**config.mk**
```make
export PLATFORM = sky130hd
export DESIGN_NAME = digi_readout_sched
export DESIGN_NICKNAME = d
export VERILOG_FILES = /design/src/rtl/digi_pkg.sv /design/src/rtl/digi_out_fifo2.sv /design/src/rtl/digi_readout_sched.sv
export SDC_FILE = /design/constraint.sdc
export NUM_CORES = 1
export LEC_CHECK = 0
export ABC_AREA = 0
export ABC_CLOCK_PERIOD_IN_PS = 3800
export CORE_ASPECT_RATIO = 1.2
export CORE_UTILIZATION = 48
export DETAILED_ROUTE_END_ITERATION = 8
export PLACE_DENSITY_LB_ADDON = 0.12
export SYNTH_ARGS = -nofsm -noshare
export SYNTH_HDL_FRONTEND = slang
export SYNTH_SLANG_ARGS = --single-unit
export TNS_END_PERCENT = 20
```
**constraint.sdc**
```tcl
create_clock -name CLK -period 3.8 [get_ports CLK]
set_clock_uncertainty 0.2 [all_clocks]
set_input_delay 0.76 -clock CLK [delete_from_list [all_inputs] [get_ports CLK]]
set_output_delay 0.76 -clock CLK [all_outputs]
set_load 0.1 [all_outputs]
```
**src/rtl/digi_pkg.sv**
```systemverilog
// Shared definitions for the digitizer readout sequencer.
// Holds defaults, the FSM encoding, word field positions and the arbiter helper.
package digi_pkg;

  localparam int DEF_CHAN  = 8;
  localparam int DEF_WIDTH = 12;
  localparam int DEF_SIZE  = 8;
  localparam int DEF_CW    = $clog2(DEF_CHAN);

  localparam int CH_LSB    = DEF_WIDTH;
  localparam int FIRST_BIT = DEF_WIDTH + DEF_CW;

  typedef enum logic [2:0] {
    S_IDLE  = 3'd0,
    S_ARB   = 3'd1,
    S_READ  = 3'd2,
    S_DRAIN = 3'd3,
    S_NEXT  = 3'd4,
    S_FIN   = 3'd5
  } state_t;

  // Highest pending channel is served first.
  function automatic logic [DEF_CW-1:0] top_bit(
    input logic [DEF_CHAN-1:0] v
  );
    top_bit = '0;
    for (int i = 0; i < DEF_CHAN; i++) begin
      if (v[i]) top_bit = i[DEF_CW-1:0];
    end
  endfunction

endpackage

```
**src/rtl/digi_out_fifo2.sv**
```systemverilog
// Two-entry output FIFO; the head entry drives the stream directly.
// Push and pop in the same cycle are allowed even when full.
module digi_out_fifo2 #(
  parameter int W = 17
) (
  input  logic         CLK,
  input  logic         RST,
  input  logic         push,
  input  logic [W-1:0] wdata,
  input  logic         pop,
  output logic [W-1:0] rdata,
  output logic         valid,
  output logic [1:0]   count
);

  logic [W-1:0] mem [2];
  logic         wptr;
  logic         rptr;

  assign rdata = mem[rptr];
  assign valid = (count != 2'd0);

  always_ff @(posedge CLK or posedge RST) begin
    if (RST) begin
      mem[0] <= '0;
      mem[1] <= '0;
      wptr   <= 1'b0;
      rptr   <= 1'b0;
      count  <= 2'd0;
    end else begin
      if (push) begin
        mem[wptr] <= wdata;
        wptr      <= ~wptr;
      end
      if (pop) rptr <= ~rptr;
      count <= count + {1'b0, push} - {1'b0, pop};
    end
  end

endmodule

```
**src/rtl/digi_readout_sched.sv**
```systemverilog
// End-of-spill readout sequencer: drains each flagged channel in turn
// and streams tagged words through a two-entry FIFO.
module digi_readout_sched
  import digi_pkg::*;
#(
  parameter int CHAN  = DEF_CHAN,
  parameter int WIDTH = DEF_WIDTH,
  parameter int SIZE  = DEF_SIZE,
  parameter int CW    = $clog2(CHAN),
  parameter int DW    = WIDTH + CW + 1
) (
  input  logic             CLK,
  input  logic             RST,
  input  logic             EOS,
  input  logic [CHAN-1:0]  DAVAIL,
  input  logic [SIZE-1:0]  howmany,
  input  logic [WIDTH-1:0] din,
  output logic [CHAN-1:0]  rd_request,
  output logic [CW-1:0]    rd_ch_sel,
  output logic [DW-1:0]    m_data,
  output logic             m_valid,
  input  logic             m_ready,
  output logic             m_last,
  output logic             busy,
  output logic             done,
  output logic             err_overrun
);

  state_t          state;
  state_t          state_nx;
  logic [CHAN-1:0] pending;
  logic [SIZE-1:0] cnt_max;
  logic [SIZE:0]   wcnt;
  logic [SIZE:0]   wcnt_inc;
  logic            first;
  logic            inflight;
  logic            last_pend;
  logic            issue;
  logic            last_issue;
  logic            pop;
  logic [1:0]      fcount;
  logic [2:0]      credit;
  logic [CHAN-1:0] sel_mask;
  logic [DW:0]     push_word;
  logic [DW:0]     head;

  assign sel_mask   = CHAN'(1) << rd_ch_sel;
  assign wcnt_inc   = wcnt + (SIZE+1)'(1);
  assign last_issue = (wcnt_inc == {1'b0, cnt_max});
  assign pop        = m_valid & m_ready;

  // An entry leaving the FIFO this cycle frees a slot for the next read.
  assign credit = {1'b0, fcount} + {2'b00, inflight}
                - {2'b00, pop};

  always_comb begin
    state_nx = state;
    issue    = 1'b0;
    unique case (state)
      S_IDLE: begin
        if (EOS) state_nx = S_ARB;
      end
      S_ARB: begin
        if (pending == '0)
          state_nx = S_FIN;
        else if (cnt_max == '0)
          state_nx = S_NEXT;
        else
          state_nx = S_READ;
      end
      S_READ: begin
        if (credit < 3'd2) begin
          issue = 1'b1;
          if (last_issue) state_nx = S_DRAIN;
        end
      end
      S_DRAIN: begin
        if (!inflight) state_nx = S_NEXT;
      end
      S_NEXT: begin
        state_nx = S_ARB;
      end
      S_FIN: begin
        state_nx = S_IDLE;
      end
      default: begin
        state_nx = S_IDLE;
      end
    endcase
  end

  assign rd_request = issue ? sel_mask : '0;
  assign done       = (state == S_FIN);

  always_ff @(posedge CLK or posedge RST) begin
    if (RST) begin
      state       <= S_IDLE;
      pending     <= '0;
      cnt_max     <= '0;
      wcnt        <= '0;
      first       <= 1'b0;
      inflight    <= 1'b0;
      last_pend   <= 1'b0;
      rd_ch_sel   <= '0;
      busy        <= 1'b0;
      err_overrun <= 1'b0;
    end else begin
      state    <= state_nx;
      inflight <= issue;
      if (EOS && busy) err_overrun <= 1'b1;
      if (state == S_IDLE && EOS) begin
        pending <= DAVAIL;
        cnt_max <= howmany;
        busy    <= 1'b1;
      end
      if (state == S_ARB && pending != '0) begin
        rd_ch_sel <= top_bit(pending);
        wcnt      <= '0;
        first     <= 1'b1;
      end
      if (issue) begin
        wcnt      <= wcnt_inc;
        last_pend <= last_issue
                   && ((pending & ~sel_mask) == '0);
      end
      if (inflight) first <= 1'b0;
      if (state == S_NEXT) pending <= pending & ~sel_mask;
      if (state == S_FIN) busy <= 1'b0;
    end
  end

  // din is valid the cycle after the strobe, i.e. while inflight is set.
  assign push_word = {last_pend, first, rd_ch_sel, din};

  digi_out_fifo2 #(
    .W(DW + 1)
  ) u_fifo (
    .CLK   (CLK),
    .RST   (RST),
    .push  (inflight),
    .wdata (push_word),
    .pop   (pop),
    .rdata (head),
    .valid (m_valid),
    .count (fcount)
  );

  assign m_data = head[DW-1:0];
  assign m_last = m_valid & head[DW];

endmodule

```
# Word level (Yosys, flattened, before mapping)
# Cells that the tools add are included.
[word_totals]
register_bits = 74
output_inout_bits = 32
wordCells = 90
inputBits = 32
[classes]
addsub = 5
n_lt_le_gt_ge = 4
mux = 31
n_eq_ne = 10
bitwise = 8
shifts = 1
reduce_logical = 16
[ops]
columns = ["operator", "count"]
rows = [
  ["2-to-1 mux 17 bit", 4],
  ["2-to-1 mux 3 bit", 12],
  ["bitwise mux 34 bit", 1],
  ["zero test 8 bit", 3],
  ["2-to-1 mux 8 bit", 3],
  ["2-to-1 mux 9 bit", 2],
  ["demux 17 bit (select 1 bit)", 1],
  ["one-hot mux 3 bit (5 select lines)", 1],
  ["nonzero test 2 bit", 5],
  ["adder 9 x 1 -> 9 bit, second input constant", 1],
  ["equality test 9 x 8 -> 1 bit", 1],
  ["AND 8 bit", 1],
  ["inequality test 2 bit, second input constant", 4],
  ["inverter 8 bit", 1],
  ["nonzero test 8 bit", 1],
  ["<< shifter 1 x 3 -> 8 bit, first input constant", 1],
  ["2-to-1 mux 1 bit", 7],
  ["equality test 3 x 2 -> 1 bit, second input constant", 2],
  ["equality test 3 bit, second input constant", 2],
  ["logical AND 1 bit", 5],
  [">= comparator 2 bit, second input constant", 2],
  ["inverter 1 -> 2 bit", 2],
  ["AND reduction 4 bit", 1],
  ["adder 2 x 1 -> 3 bit", 1],
  ["9 further kinds", 11],
]

# Logic depth before layout (Yosys ltp)
# Gate-level depths: netlist of the first run.
[logic_depth]
word_depth = 7
mapped_depth = 15

# By module
# A second synthesis of the first run with hierarchy kept.
[hier_totals]
hier_cells = 342
hier_area_um2 = 3865.0
[modules_own_cells]
columns = ["mod", "seq_area_each_um2", "n_inst", "area_per_inst_um2", "cells_per_inst"]
rows = [
  ["digi_readout_sched", 900.9, 1, 2159.6, 236],
  ["digi_out_fifo2", 950.9, 1, 1705.4, 106],
]

# Worst setup path after synthesis of the first run
# OpenSTA, ideal clock, no wires.
[synth_timing]
path_kind = "reg-to-output"
start = "register u_fifo.count[1]"
end = "output port rd_request[0]"
t_required_ns = 2.840
setup_slack_ns = -1.491
path_stages_with_launch = 15
path_buffers = 2
arrival_time_ns = 4.331
path_cell_list = "dfrtp_1 -> nor2_1 -> inv_1 -> and2_1 -> ha_1 -> inv_1 -> ha_1 -> inv_1 -> fa_1 -> xnor2_1 -> nand2_1 -> or3_1 -> buf_2 -> buf_1 -> nor2_1"
[synth_via]
elab_chain_cells = 7
word_cells_on_any_way = 8
classes_between = "add/sub (2); order compare (1); mux (3); bitwise (1); reduce/logical (1)"
[synth_lines]
columns = ["item", "line", "source"]
rows = [
  ["start: declaration", "digi_out_fifo2.sv:13", "output logic [1:0] count"],
  ["start signal: assignment", "digi_out_fifo2.sv:36", "count <= count + {1'b0, push} - {1'b0, pop};"],
  ["nonzero test 2 bit", "digi_out_fifo2.sv:21", "assign valid = (count != 2'd0);"],
  ["net m_valid", "digi_readout_sched.sv:21", "output logic m_valid,"],
  ["AND 1 bit", "digi_readout_sched.sv:50", "assign pop = m_valid & m_ready;"],
  ["net pop", "digi_readout_sched.sv:40", "logic pop;"],
  ["subtractor 3 x 1 -> 3 bit", "digi_readout_sched.sv:54", "- {2'b00, pop};"],
  ["less-than comparator 3 x 2 -> 1 bit", "digi_readout_sched.sv:72", "if (credit < 3'd2) begin"],
  ["2-to-1 mux 1 bit", "digi_readout_sched.sv:72", ""],
  ["2-to-1 mux 1 bit", "digi_readout_sched.sv:59", "unique case (state)"],
  ["2-to-1 mux 8 bit", "digi_readout_sched.sv:92", "assign rd_request = issue ? sel_mask : '0;"],
  ["end: declaration", "digi_readout_sched.sv:18", "output logic [CHAN-1:0] rd_request,"],
]
# The timed path passes the listed nets, and every way through them passes these cells.

# Worst setup path in the final report of the first run
[layout_timing]
start = "input port m_ready"
end = "output port rd_request[4]"
[layout_via]
elab_chain_cells = 6
[layout_lines]
columns = ["item", "line", "source"]
rows = [
  ["start: declaration", "digi_readout_sched.sv:22", "input logic m_ready,"],
  ["AND 1 bit", "digi_readout_sched.sv:50", ""],
  ["net pop", "digi_readout_sched.sv:40", ""],
  ["subtractor 3 x 1 -> 3 bit", "digi_readout_sched.sv:54", ""],
  ["less-than comparator 3 x 2 -> 1 bit", "digi_readout_sched.sv:72", ""],
  ["2-to-1 mux 1 bit", "digi_readout_sched.sv:72", ""],
  ["2-to-1 mux 1 bit", "digi_readout_sched.sv:59", ""],
  ["2-to-1 mux 8 bit", "digi_readout_sched.sv:92", ""],
]
# The timed path passes the listed nets, and every way through them passes these cells.

==> metrics, run 1 <==
Yosys cell types=46; GR Util All Layers=0.216; fin crit period=3930 ps; CTS root buffer=clkbuf_8; Final Hold Fails=0; critical path, cell by cell=dlygate4sd2_1 > and2_4 > ha_4 > inv_2 > ha_4 > inv_2 > fa_2 > nand2_2 > or3_4 > nor2_4 > buf_12; area leader, netlist=dfrtp_1; RSZ-0062 raised after global routing=yes; Synth Net Count=~360; Post-synth EDFFs=0; Worst Path Arrival=roughly 3000 ps; post-synthesis adder-cell area fraction=0.0155; H-Tree Depth=3; sequential fraction of the synthesis area=0.499; Synth warnings=0; # port buffers=63; number of global-route vias before repair=~2800; initial antenna violation count=0; Syn Area/Cell=between 10 and 15 um2; die height=around 98 um; Ant. Diodes=0; Post-Synthesis Cells=328; initial drt markers=between 150 and 200; relative slew slack=0.335; f_max=254 MHz; #FFs+latches synth=74; CP Launch Type=input port; Synth top area share=0.499; ratio of cells with drive above 1 in the final layout=0.380; Synth area leaders=dfrtp_1, mux2_2, nor2_1; Max Slew Vio Count=0; total CTS buffers=9; Compound-Gate Fraction of Synth Area=0.115; part of the cycle the worst path needs=1.03; crit-path leading delay family=adder cells; Worst Tran Pin Value=994 ps; core box area=7360 um2; Data required, critical path=2840 ps; Worst-path clk slew=80 ps; DRT Wirelength=7860 um; largest net degree at the start of global routing=47; drc violations=0; Critical Path Max Stage Delay=550 ps; total number of vias=2773; die width=about 82 um; largest family of logic cells by synthesized area=multiplexers; FILL cells=583; I/O Pins=between 60 and 70; failing checks=negative setup slack; gpl congestion=roughly 0.8; first-pass GRT wire length=13000 um; mux cell area share after synthesis=0.181; Area growth syn-to-layout=31.4%; nets=~430; total gr overflow=0; WL/cell=between 15 and 20 um; full die area=8090 um2; crit end category=output port; Initial Utilization=0.505; CTS tree=yes; Worst Hold Class=flop to flop; status=complete, but fails checks; synthesized area=3710 um2; Row Count=34; DPL Wire Length=5340 um; Buffers & Inverters on Critical Path=4; slowest CP cell=fa_2; ys async rst share=1.00; Most used DFF post-synth=dfrtp_1; critical path class=input port to output port; Simple-Gate Fraction of Synth Area=0.120; clk_lat worst skew=~350 ps; slack of the critical path=-132 ps; DRT Pass-1 Iters=4; clk sinks=74; Max clock buf depth=2; max cap viols=0; crit path max fanout=5; CTS Hold Bufs=0; routed vias/inst=5.62; hold_ws=265 ps; final setup violation count=8; post-synthesis xor/xnor area fraction=0.0330; Post-DRT Antenna Nets=0
-- synthesized netlist by cell type (2+ instances only) --
cell type,n
nand3_1,8
a31o_2,6
or3_1,3
nor4_1,4
nor2_1,25
nand2_1,16
o21ai_1,2
a221oi_1,2
dfrtp_1,74
buf_2,6
and3_1,4
mux2i_1,3
buf_1,3
and2_1,4
nand3b_1,3
buf_6,2
nand2b_1,4
a211oi_2,2
a31oi_1,6
inv_1,12
o21bai_1,2
xnor2_1,8
ha_1,3
xor2_1,6
a22o_1,9
nor3_2,2
clkbuf_1,6
o2111ai_1,2
o21ai_0,17
o31ai_1,2
nor3_1,3
a21oi_1,8
mux2_2,57
nand4_1,2
-- registers in the layout, indices dropped and copies added, names as in the netlist --
| name | count |
|---|---|
| busy | 1 |
| cnt_max | 8 |
| err_overrun | 1 |
| first | 1 |
| inflight | 1 |
| last_pend | 1 |
| pending | 8 |
| rd_ch_sel | 3 |
| state | 3 |
| u_fifo.count | 2 |
| u_fifo.mem | 34 |
| u_fifo.rptr | 1 |
| u_fifo.wptr | 1 |
| wcnt | 9 |
-- worst register-to-register path, cell delays in order, from the launching register on --
cell and delay, ps:
dfrtp_2 430, nor2_4 140, clkinvlp_4 90, and2_4 150, ha_4 210, inv_2 60, ha_4 120, inv_2 30
fa_2 550, nand2_2 80, or3_4 400, buf_4 200, clkinv_1 110, nor2_4 80, o21ai_0 220, o31ai_1 90
-- area by class of cell --
cell class | instances | area [um2] | share of cell area
tap | 90 | 113 | 0.0231
timing repair buffer | 75 | 744 | 0.153
sequential | 74 | 1850 | 0.380
clock buffer | 10 | 128 | 0.0262
clock inverter | 6 | 138 | 0.0282
inverter | 14 | 56.3 | 0.0115
multi-input combinational | 224 | 1850 | 0.379
-- final timing paths --
kind                            endpoint  cells past startpoint            start  slack, ps
min reg2reg                  err_overrun                      1      err_overrun        270
max in group asynchronous     pending[7]                      3              RST       1880
min in group asynchronous  u_fifo.mem[1]                      2              RST        730
max reg2reg                      wcnt[4]                     15  u_fifo.count[1]        520
max                        rd_request[4]                     11          m_ready       -130
min                          err_overrun                      1      err_overrun        270
-- logic make-up after synthesis --
kind of cell               count (synthesis)
muxes                                     60
AOI/OAI and AO/OA                         62
xor gates and xnor gates                  14
DFF                                       74
buffers and inverters                     31
and+or+nand+nor                           83
adders and majority gates                  4
-- per-layer routing --
layer,vias up,share of wire,track usage
met5,-,0,0
met4,0,0.019,0.105
met3,15,0.051,0.0402
met2,86,0.50,0.351
met1,1354,0.43,0.271
li1,1318,-,-
-- per-stage QoR --
step / setup TNS [ps] / setup WS (ps) / cells / cell area, um2 / utilization
3_5_place_dp: -3460 / -361 / 470 / 4540 / 0.617
4_1_cts: -951 / -175 / 490 / 4860 / 0.660
5_1_grt: -1470 / -222 / 493 / 4880 / 0.663
3_3_place_gp: -3000 / -334 / 470 / 4540 / 0.617
6_report: -781 / -132 / 493 / 4880 / 0.663
2_1_floorplan: -4820 / -602 / 328 / 3840 / -
-- cells in the final DEF (no fill, tap or decap), types with 9 or more instances in the layout --
master	count
a22o_1	9
dfrtp_1	73
nand2_1	15
o21ai_0	17
nor2_1	16
clkdlybuf4s50_1	32
clkbuf_8	9
mux2_2	57
buf_4	34
nor2_4	10
-- what timing repair did --
| action | in CTS | in global routing |
|---|---|---|
| hold endpoints to repair | 0 | 0 |
| setup buffers | 3 | 3 |
| pin swaps | 7 | 8 |
| endpoints found under the setup margin | 8 | 8 |
| gates cloned | 1 | 0 |
| gates resized for setup | 6 | 0 |
Power of run 1 is not shown: default switching activity piles up to over one toggle a cycle in this logic, so the estimate is an artifact.
==> inputs of run 2 (changes only) <==
--- a/config.mk
+++ b/config.mk
@@ -9,9 +9,9 @@
 export ABC_CLOCK_PERIOD_IN_PS = 3800
 export CORE_ASPECT_RATIO = 1.2
 export CORE_UTILIZATION = 48
+export CTS_CLUSTER_SIZE = 8
 export DETAILED_ROUTE_END_ITERATION = 8
 export PLACE_DENSITY_LB_ADDON = 0.12
 export SYNTH_ARGS = -nofsm -noshare
 export SYNTH_HDL_FRONTEND = slang
 export SYNTH_SLANG_ARGS = --single-unit
-export TNS_END_PERCENT = 20
==> run 2 against run 1 <==
The run still ends with negative setup slack left. Count of clock-buffer cells in the layout unchanged. First-iteration DRC count decreased by 8.0%. Via count fell by 0.47%. Worst setup slack worse by 2.7 ps. Cell area grew 0.15%. Die area unchanged. Sequential share of layout area is 0.058 points lower. Critical endpoint is now rd_request[6].
==> metrics, run 2 (synthesis gave the netlist of run 1 again) <==
status=complete, but fails checks; failing checks=negative setup slack; worst hold endpoint=err_overrun; Max clock buf depth=2; Data required, critical path=2840 ps; Worst-path clk slew=80 ps; Worst Hold Class=flop to flop; Regs by FF count=u_fifo.mem x34, wcnt x9; WL/cell=15.9 um; commonest non-fill, non-tap cell in the layout=dfrtp_1; routed vias/inst=roughly 5.6; reg2reg end=wcnt[4]; initial drt markers=149; nets=435; initial antenna violation count=0; RSZ-0062 raised after global routing=yes; Register-to-Register Path Depth=16; Final Hold Fails=0; DRT Pass-1 Iters=4; # port buffers=63; Initial Utilization=0.505; total CTS buffers=9; Worst Tran Pin Value=roughly 990 ps; total gr overflow=0; r2r startpoint=u_fifo.count[1]; clk_lat worst skew=350 ps; part of the cycle the worst path needs=1.04; die width=82.3 um; Largest Register=u_fifo.mem; Cell Area, Placed=4540 um2; most frequent cells in the layout=dfrtp_1, mux2_2, buf_4, clkdlybuf4s50_1, o21ai_0; Hold Crit Depth=1; gpl congestion=roughly 0.78; CTS tree=yes; total number of vias=about 2800; I/O Pins=64; crit end category=output port; fin crit period=3930 ps; Post-DRT Antenna Nets=0; H-Tree Depth=3; fin area=4890 um2; Worst Path Arrival=2970 ps; DRT Wirelength=7880 um; drc violations=0; CTS root buffer=clkbuf_8; Hold Crit Start=err_overrun; number of global-route vias before repair=2792; Max Slew Vio Count=0; first-pass GRT wire length=around 13000 um; CP Launch Type=input port; slack of the critical path=-135 ps; full die area=between 8000 and 9000 um2; number of flip-flops in the largest register=34; relative slew slack=0.335; final setup violation count=8; DPL Wire Length=5340 um; GR Util All Layers=0.216; Ant. Diodes=0; Worst R2R Setup Slack=410 ps; crit path max fanout=5; largest net degree at the start of global routing=47; CTS Hold Bufs=0; Area growth syn-to-layout=31.6%; Row Count=34; die height=98.4 um; ratio of cells with drive above 1 in the final layout=0.381; max cap viols=0; clk sinks=74; f_max=254 MHz; core box area=7360 um2; critical path class=input port to output port
## run 2: cell types whose count changed in the layout (fill, tap and decap cells not counted)
cell   previous run  this run
buf_4            34        35
## run 2: critical path, stage by stage
cell           delay [ps]
dlygate4sd2_1         240
and2_4                160
ha_4                  210
inv_2                  60
ha_4                  120
inv_2                  30
fa_2                  550
nand2_2                80
or3_4                 430
nor2_4                150
buf_12                180
## run 2: stage by stage
| stage | instances | util | worst slack [ps] | TNS [ps] | hold WS, ps |
|---|---|---|---|---|---|
| 2_1_floorplan | 328 | - | -602 | -4820 | 254 |
| 3_3_place_gp | 470 | 0.617 | -334 | -3000 | 241 |
| 3_5_place_dp | 470 | 0.617 | -361 | -3460 | 249 |
| 4_1_cts | 491 | 0.661 | -175 | -939 | 267 |
| 5_1_grt | 494 | 0.664 | -220 | -1460 | 300 |
| 6_report | 494 | 0.664 | -135 | -785 | 265 |
## run 2: final cells by class
class / instances / area (um2)
Inverter: 14 / 56.3
Sequential cell: 74 / 1850
Tap cell: 90 / 113
Timing Repair Buffer: 76 / 752
Clock inverter: 6 / 138
Fill cell: 584 / 2470
Multi-Input combinational cell: 224 / 1850
Clock buffer: 10 / 128
## run 2: how the worst max path moves through the flow
stage | cells past startpoint | slack [ps] | end | startpoint
CTS | 12 | -180 | rd_request[7] | u_fifo.count[0]
global route | 13 | -220 | rd_request[4] | u_fifo.count[1]
global placement | 11 | -330 | rd_request[6] | m_ready
finish | 11 | -130 | rd_request[6] | m_ready
detailed placement | 11 | -360 | rd_request[0] | m_ready
floorplan | 13 | -600 | rd_request[0] | u_fifo.count[1]
## run 2: what timing repair did
| action | in CTS | in global routing |
|---|---|---|
| buffers inserted | 4 | 3 |
| gates resized for setup | 6 | 0 |
| endpoints found under the setup margin | 8 | 8 |
| pin swaps | 8 | 10 |
| cloned | 1 | 0 |
## run 2: routing by layer
metal / up-vias / global-route usage / share of wire
met5: - / 0 / 0
li1: 1320 / - / -
met3: 11 / 0.0402 / 0.048
met2: 84 / 0.352 / 0.50
met4: 0 / 0.105 / 0.018
met1: 1345 / 0.272 / 0.44
Power of run 2 is left out for the same reason.
